`src/rtl/core_hazard_pkg.sv`:
```
// Shared types and encodings for the ID-stage hazard/forwarding controller.
package core_hazard_pkg;

  localparam int unsigned REG_AW = 5;
  localparam int unsigned OPT_W  = 2;

  // Hazard class carried by every in-flight instruction.
  typedef enum logic [OPT_W-1:0] {
    OPT_NONE  = 2'b00,
    OPT_ALU   = 2'b01,
    OPT_LOAD  = 2'b10,
    OPT_STORE = 2'b11
  } opt_e;

  // Source select for the ID-stage operand muxes.
  localparam logic [1:0] FWD_RF      = 2'b00;
  localparam logic [1:0] FWD_EX      = 2'b01;
  localparam logic [1:0] FWD_MEM_ALU = 2'b10;
  localparam logic [1:0] FWD_MEM_LD  = 2'b11;

  typedef logic [REG_AW-1:0] reg_addr_t;

  typedef struct packed {
    opt_e      optype;
    reg_addr_t rd;
    reg_addr_t rs2;
  } slot_t;

  localparam slot_t SLOT_BUBBLE = '{optype: OPT_NONE, rd: '0, rs2: '0};

  // A slot produces a register value only for ALU results and loads; x0 never matches.
  function automatic logic slot_writes(opt_e optype, reg_addr_t rd, reg_addr_t r);
    return ((optype == OPT_ALU) || (optype == OPT_LOAD)) && (rd == r) && (r != '0);
  endfunction

endpackage

```
`src/rtl/hazard_slot_pipe.sv`:
```
// EX/MEM/WB shadow of in-flight instructions: hazard class, destination and store source.
module hazard_slot_pipe
  import core_hazard_pkg::*;
(
  input  logic      clk_i,
  input  logic      rst_ni,
  input  logic      bubble_i,
  input  slot_t     id_slot_i,
  output slot_t     ex_slot_o,
  output slot_t     mem_slot_o,
  output opt_e      wb_optype_o,
  output reg_addr_t wb_rd_o
);

  slot_t     ex_q, mem_q;
  opt_e      wb_optype_q;
  reg_addr_t wb_rd_q;

  // Pipeline past ID never freezes: every slot advances each cycle, bubble enters EX on stall.
  always_ff @(posedge clk_i) begin
    if (!rst_ni) begin
      ex_q        <= SLOT_BUBBLE;
      mem_q       <= SLOT_BUBBLE;
      wb_optype_q <= OPT_NONE;
      wb_rd_q     <= '0;
    end else begin
      wb_optype_q <= mem_q.optype;
      wb_rd_q     <= mem_q.rd;
      mem_q       <= ex_q;
      ex_q        <= bubble_i ? SLOT_BUBBLE : id_slot_i;
    end
  end

  assign ex_slot_o   = ex_q;
  assign mem_slot_o  = mem_q;
  assign wb_optype_o = wb_optype_q;
  assign wb_rd_o     = wb_rd_q;

endmodule

```
`src/rtl/hazard_track_unit.sv`:
```
// Hazard and forwarding controller for the 5-stage RV32I pipeline (operands resolved in ID).
module hazard_track_unit
  import core_hazard_pkg::*;
(
  input  logic              clk,
  input  logic              rst_n,
  input  logic [REG_AW-1:0] rs1_ID,
  input  logic [REG_AW-1:0] rs2_ID,
  input  logic [REG_AW-1:0] rd_ID,
  input  logic              rs1use_ID,
  input  logic              rs2use_ID,
  input  logic [OPT_W-1:0]  optype_ID,
  input  logic              branch_ID,
  output logic              PC_EN_IF,
  output logic              reg_FD_EN,
  output logic              reg_FD_flush,
  output logic              reg_DE_flush,
  output logic [1:0]        forward_ctrl_A,
  output logic [1:0]        forward_ctrl_B,
  output logic              forward_ctrl_ls
);

  slot_t     id_slot, ex_slot, mem_slot;
  opt_e      wb_optype;
  reg_addr_t wb_rd;
  logic      stall;

  assign id_slot = '{optype: opt_e'(optype_ID), rd: rd_ID, rs2: rs2_ID};

  hazard_slot_pipe u_slot_pipe (
    .clk_i       (clk),
    .rst_ni      (rst_n),
    .bubble_i    (stall),
    .id_slot_i   (id_slot),
    .ex_slot_o   (ex_slot),
    .mem_slot_o  (mem_slot),
    .wb_optype_o (wb_optype),
    .wb_rd_o     (wb_rd)
  );

  // Youngest producer wins; a load still in EX is never a source (that case stalls instead).
  function automatic logic [1:0] fwd_sel(logic use_r, reg_addr_t r, slot_t ex_s, slot_t mem_s);
    logic [1:0] sel;
    sel = FWD_RF;
    if (use_r) begin
      if ((ex_s.optype == OPT_ALU) && slot_writes(ex_s.optype, ex_s.rd, r)) begin
        sel = FWD_EX;
      end else if (slot_writes(mem_s.optype, mem_s.rd, r)) begin
        sel = (mem_s.optype == OPT_ALU) ? FWD_MEM_ALU : FWD_MEM_LD;
      end
    end
    return sel;
  endfunction

  // Load-use detection; a store's rs2 is exempt because its data is patched later in MEM.
  always_comb begin
    stall = 1'b0;
    if (rst_n && (ex_slot.optype == OPT_LOAD) && (ex_slot.rd != '0)) begin
      stall = (rs1use_ID && (ex_slot.rd == rs1_ID)) ||
              (rs2use_ID && (ex_slot.rd == rs2_ID) && (opt_e'(optype_ID) != OPT_STORE));
    end
  end

  // Enables, flushes and mux selects; everything held at pass-through while in reset.
  always_comb begin
    PC_EN_IF        = 1'b1;
    reg_FD_EN       = 1'b1;
    reg_FD_flush    = 1'b0;
    reg_DE_flush    = 1'b0;
    forward_ctrl_A  = FWD_RF;
    forward_ctrl_B  = FWD_RF;
    forward_ctrl_ls = 1'b0;
    if (rst_n) begin
      PC_EN_IF        = ~stall;
      reg_FD_EN       = ~stall;
      reg_DE_flush    = stall;
      // Branch decided on stale operands during a stall; it is re-evaluated next cycle.
      reg_FD_flush    = branch_ID && !stall;
      forward_ctrl_A  = fwd_sel(rs1use_ID, rs1_ID, ex_slot, mem_slot);
      forward_ctrl_B  = fwd_sel(rs2use_ID, rs2_ID, ex_slot, mem_slot);
      forward_ctrl_ls = (mem_slot.optype == OPT_STORE) && (wb_optype == OPT_LOAD) &&
                        (wb_rd == mem_slot.rs2) && (mem_slot.rs2 != '0);
    end
  end

endmodule

```
`config.mk`:
```
export PLATFORM = sky130hd
export DESIGN_NAME = hazard_track_unit
export DESIGN_NICKNAME = d
export VERILOG_FILES = /design/src/rtl/core_hazard_pkg.sv /design/src/rtl/hazard_slot_pipe.sv /design/src/rtl/hazard_track_unit.sv
export SDC_FILE = /design/constraint.sdc
export NUM_CORES = 1
export LEC_CHECK = 0
export BUFFER_PORTS_ARGS = -buffer_cell sky130_fd_sc_hd__buf_2
export CAP_MARGIN = 40
export CORE_MARGIN = 10
export CORE_UTILIZATION = 50
export DETAILED_ROUTE_END_ITERATION = 10
export GPL_ROUTABILITY_DRIVEN = 1
export GPL_TIMING_DRIVEN = 0
export PLACE_DENSITY = 0.76
export SLEW_MARGIN = 10
export SYNTH_ARGS = -nofsm -noshare
export SYNTH_HDL_FRONTEND = slang
export SYNTH_HIERARCHICAL = 1
export SYNTH_SLANG_ARGS = --single-unit
```
`constraint.sdc`:
```
create_clock -name clk -period 5 [get_ports clk]
set_input_delay 1 -clock clk [delete_from_list [all_inputs] [get_ports clk]]
set_output_delay 1 -clock clk [all_outputs]
set_load 0.005 [all_outputs]
```
# --- Word-level counts from Yosys, hierarchy flattened ---
# Cells that the tools add are included.
totals:
  inputBits: 22
  regBits: 31
  latch_bits: 0
  mem_bits_ro: 0
  ramBits: 0
  memories: 0
classes:
  shifts: 0
  eq_ne: 12
  n_mux: 14
  n_reduce_logical: 28
  multipliers: 0
  div: 0
  n_addsub: 0
  order_cmp: 0
  n_bitwise: 2
op_table:
  columns: ["operator", "count"]
  rows:
  - ["equality test 5 bit", 5]
  - ["nonzero test 5 bit", 4]
  - ["logical AND 1 bit", 19]
  - ["two-way mux 2 bit", 8]
  - ["equality test 2 bit (second input constant)", 4]
  - ["two-way mux 1 bit", 6]
  - ["equality test 2 x 1 -> 1 bit (second input constant)", 2]
  - ["logical OR 1 bit", 3]
  - ["inequality test 2 bit (second input constant)", 1]
  - ["inverter 1 bit", 2]
  - ["OR reduction 2 bit", 1]
  - ["zero test 1 bit", 1]

# --- Logic depth before layout (Yosys ltp) ---
depth:
  ltp_word: 8
  mapped_depth: 7

# --- Modules after synthesis ---
# The synthesis kept the hierarchy.
modules_own_cells:
  columns: ["module", "cells_each", "instances", "area_each_um2", "seq_area_each_um2"]
  rows:
  - ["hazard_slot_pipe", 66, 1, 864.6, 620.6]
  - ["hazard_track_unit", 72, 1, 531.8, 0.0]

# --- Least setup slack after synthesis ---
# Ideal clock, no wire load.
synth_path:
  kind: "input-to-output"
  from: "input rs1_ID[4]"
  to: "output reg_FD_EN"
  t_required_ps: 4000
  path_buffers: 1
  path_stages: 6
  setup_slack_ps: 2086
  arrival_ps: 1914
  cell_sequence: "xnor2_1 nand3_1 nor3_2 a32o_1 nand4_1 buf_4"
synth_between:
  elab_chain_cells: 6
synth_lines:
  columns: ["item", "line_no", "rtl"]
  rows:
  - ["start: declaration", "hazard_track_unit.sv:7", "input logic [REG_AW-1:0] rs1_ID,"]
  - ["equality test 5 bit", "hazard_track_unit.sv:59", "stall = (rs1use_ID && (ex_slot.rd == rs1_ID)) ||"]
  - ["logical AND 1 bit", "hazard_track_unit.sv:59", null]
  - ["logical OR 1 bit", "hazard_track_unit.sv:59", null]
  - ["two-way mux 1 bit", "hazard_track_unit.sv:58", "if (rst_n && (ex_slot.optype == OPT_LOAD) && (ex_slot.rd != '0)) begin"]
  - ["inverter 1 bit", null, null]
  - ["two-way mux 1 bit", null, null]
  - ["end: declaration", "hazard_track_unit.sv:15", "output logic reg_FD_EN,"]
# No other way between the ends.

# --- Final worst setup path ---
layout_path:
  from: "input rs2_ID[2]"
  to: "output reg_FD_EN"
layout_between:
  elab_chain_cells: 7
layout_lines:
  columns: ["item", "line_no", "rtl"]
  rows:
  - ["start: declaration", "hazard_track_unit.sv:8", "input logic [REG_AW-1:0] rs2_ID,"]
  - ["equality test 5 bit", "hazard_track_unit.sv:60", "(rs2use_ID && (ex_slot.rd == rs2_ID) && (opt_e'(optype_ID) != OPT_STORE));"]
  - ["logical AND 1 bit (2 in series)", "hazard_track_unit.sv:60", null]
  - ["logical OR 1 bit", "hazard_track_unit.sv:59", null]
  - ["two-way mux 1 bit", "hazard_track_unit.sv:58", null]
  - ["inverter 1 bit", "hazard_track_unit.sv:75", "reg_FD_EN = ~stall;"]
  - ["two-way mux 1 bit", "hazard_track_unit.sv:73", "if (rst_n) begin"]
# No other way between the ends.

==> impl_metrics.ini <==
[route]
drc = 0
drt-pass1-iter-count = 4
routed_wl_mm = 3.027
num_vias = 1078
drtIter0Drc = 10
ant_nets = 0
via_per_inst = 5.233
wl_per_cell_um = 14.69

[sta]
setup_violations = 0
fin_setup_tns_ps = 0
relSlewSlack = 0.8137
skew_ps = 5.535
final-hold-violation-count = 0
rsz0062_at_grt = false
slew_viol_final = 0
finalCritPeriodShare = 0.6626
fmax_mhz = 301.8
worst_pin_slew_ps = 278.0
fin_crit_ps = 3313

[placed_design]
place.gp.congestion = 0.8459
io_buffers = 30
dp_hpwl_mm = 2.457
post_dp_cell_area_um2 = 1585

[critical_path]
cp.required_ps = 4000
path_class = input port to primary output
reg2reg_depth = 7
crit_arrival_ps = 2310
cp-start-kind = input port
critPathMaxFanout = 4
worstSetupEndpointType = primary output

[finish]
drive_gt1_frac = 0.2743
areaGrowthSynthToFinish_pct = 17.56
fillers = 254
n_antenna_cell = 0
final_cell_area_um2 = 1642
final_nets = 201

[power]
ir_drop_v = 0.0002421
power.density_nw_per_um2 = 282.1
intPower_mw = 0.3502
p_clk_frac = 0.311
comb_power_share = 0.116
p_seq_frac = 0.573
cellLeakagePower_nw = 0.7323
power_switching_mw = 0.1129
swShare = 0.2437

[global_routing]
grt_pass1_vias = 1142
grt_max_degree = 12
grt_usage = 0.1236
grt_overflow = 0
grt_first_pass_wirelength_mm = 5.126
antenna_found_initial = 0

[synth]
syn_nets = 164
avgSynthCellArea_um2 = 10.12
netlist.area_leader.share = 0.4444
synth_seq_area_share = 0.4444
netlist-cell-type-count = 30
syn_inst = 138
synth_warnings = 6
yosysTopAreaCell = dfxtp_1
synth-seq-cells = 31
synth_area_leaders = dfxtp_1 44%, xnor2_1 11%, and2_1 8.5%
syn_area_um2 = 1396

[clock_network]
clockBufferDepth = 2
cts_hold_buf = 0
cts_max_level = 2
cts-root-buf = clkbuf_4
clk_pin_slew_worst_paths_ps = 80
postCtsSetupRepairBufs = 0
numClockSinks = 31
cts_buffers = 5
cts_tree = built
cts_resized = 0
clock_latency_ps = 320

[die]
ios = 31
initial_core_util = 0.5152
die_h_um = 72.85
num_rows = 19
die_x_um = 72.85
dieArea_um2 = 5306
core-area_um2 = 2710

[run]
maxCapViolations = 0

[hold_path]
whs_path_depth = 1
hold_path_class = register to register

[status]
status = complete, no violations
[through the flow]
stage	std cells	util	hold WS [ps]	power (mW)	setup slack, ps
floorplan	138	-	411.9	0.3024	2086
global placement	199	0.5849	416.3	0.3222	1769
detailed placement	199	0.5849	422.4	0.3251	1686
CTS	206	0.6057	443.1	0.4677	1682
global route	206	0.6057	450.9	0.4878	1581
finish	206	0.6057	438.4	0.4631	1687
[registers in the layout, summed over array words and instances (netlist names)]
register                 count
u_slot_pipe/ex_slot_o       12
u_slot_pipe/mem_slot_o      12
u_slot_pipe/wb_optype_o      2
u_slot_pipe/wb_rd_o          5
[metal layers]
metal / up-vias / part of all wire / GRT usage
li1: 546 / - / -
met1: 502 / 0.40 / 0.1245
met2: 24 / 0.53 / 0.2206
met3: 6 / 0.055 / 0.06122
met4: 0 / 0.011 / 0.03165
met5: - / 0 / 0
[final timing paths]
| path | from | end | slack (ps) |
|---|---|---|---|
| hold reg to reg | u_slot_pipe/ex_slot_o[1] | u_slot_pipe/mem_slot_o[1] | 440 |
| setup / recovery | rs2_ID[2] | reg_FD_EN | 1690 |
| setup reg to reg | u_slot_pipe/ex_slot_o[7] | u_slot_pipe/ex_slot_o[2] | 3030 |
| hold / removal | u_slot_pipe/ex_slot_o[1] | u_slot_pipe/mem_slot_o[1] | 440 |
[power groups by stage]
stage	combinational [mW]	sequential, mW	clock [mW]
4_1_cts	0.0541	0.265	0.148
3_3_place_gp	0.0512	0.271	0
3_5_place_dp	0.0537	0.271	0
6_report	0.0536	0.265	0.144
5_1_grt	0.0607	0.267	0.160
2_1_floorplan	0.0335	0.269	0
[cell type report]
| class | count | area [um^2] | area share |
|---|---|---|---|
| multi-input cells | 98 | 733.2 | 0.4466 |
| flip-flops and latches | 31 | 620.6 | 0.3780 |
| repair buffers | 30 | 150.1 | 0.09146 |
| clock buffers | 6 | 51.30 | 0.03125 |
| well taps | 31 | 38.79 | 0.02363 |
| plain buffers | 5 | 27.53 | 0.01677 |
| inverters | 4 | 15.01 | 0.009146 |
| clock inverters | 1 | 5.005 | 0.003049 |
[cells by family (layout without fill, tap and decap cells)]
| family | after synthesis | in the layout | synth area share |
|---|---|---|---|
| flip-flops | 31 | 31 | 0.4444 |
| AO/OA/AOI/OAI | 7 | 7 | 0.03495 |
| buffers and inverters | 9 | 46 | 0.03046 |
| AND/OR/NAND/NOR | 63 | 63 | 0.3038 |
| adder cells (fa/ha/maj) | 4 | 4 | 0.03584 |
| XOR/XNOR | 24 | 24 | 0.1505 |
[Yosys cell counts (all sizes together)]
cell type / count
xor2: 7
a31oi: 3
nand2: 5
or2b: 1
a21oi: 1
nand3: 5
nor3: 5
nor2: 3
ha: 4
dfxtp: 31
or4: 2
xnor2: 17
clkbuf: 1
a32o: 1
and2: 19
nor4: 3
nand4b: 1
nand4: 3
buf: 4
o2bb2ai: 1
and4: 2
and2b: 1
and3b: 12
nand2b: 1
o22ai: 1
inv: 4
[worst max-delay path, cell delays in order]
cell and delay [ps]:
buf_2 130, xnor2_1 170, nand3_1 100, nor3_2 230, a32o_1 290, nand4_1 120
buf_4 140, buf_2 110
[cell usage in the layout, fill, tap and decap left out, drive strengths merged]
master and n:
nor4 3, nand4 3, xor2 7, a21oi 1
o22ai 1, clkbuf 7, nand2b 1, and2b 1
and4 2, xnor2 17, dfxtp 31, nor2 3
buf 34, nand4b 1, a31oi 3, and2 19
inv 4, nor3 5, clkinv 1, nand2 5
o2bb2ai 1, and3b 12, nand3 5, a32o 1
or2b 1, ha 4, or4 2
(Power assumes the default switching activity.)
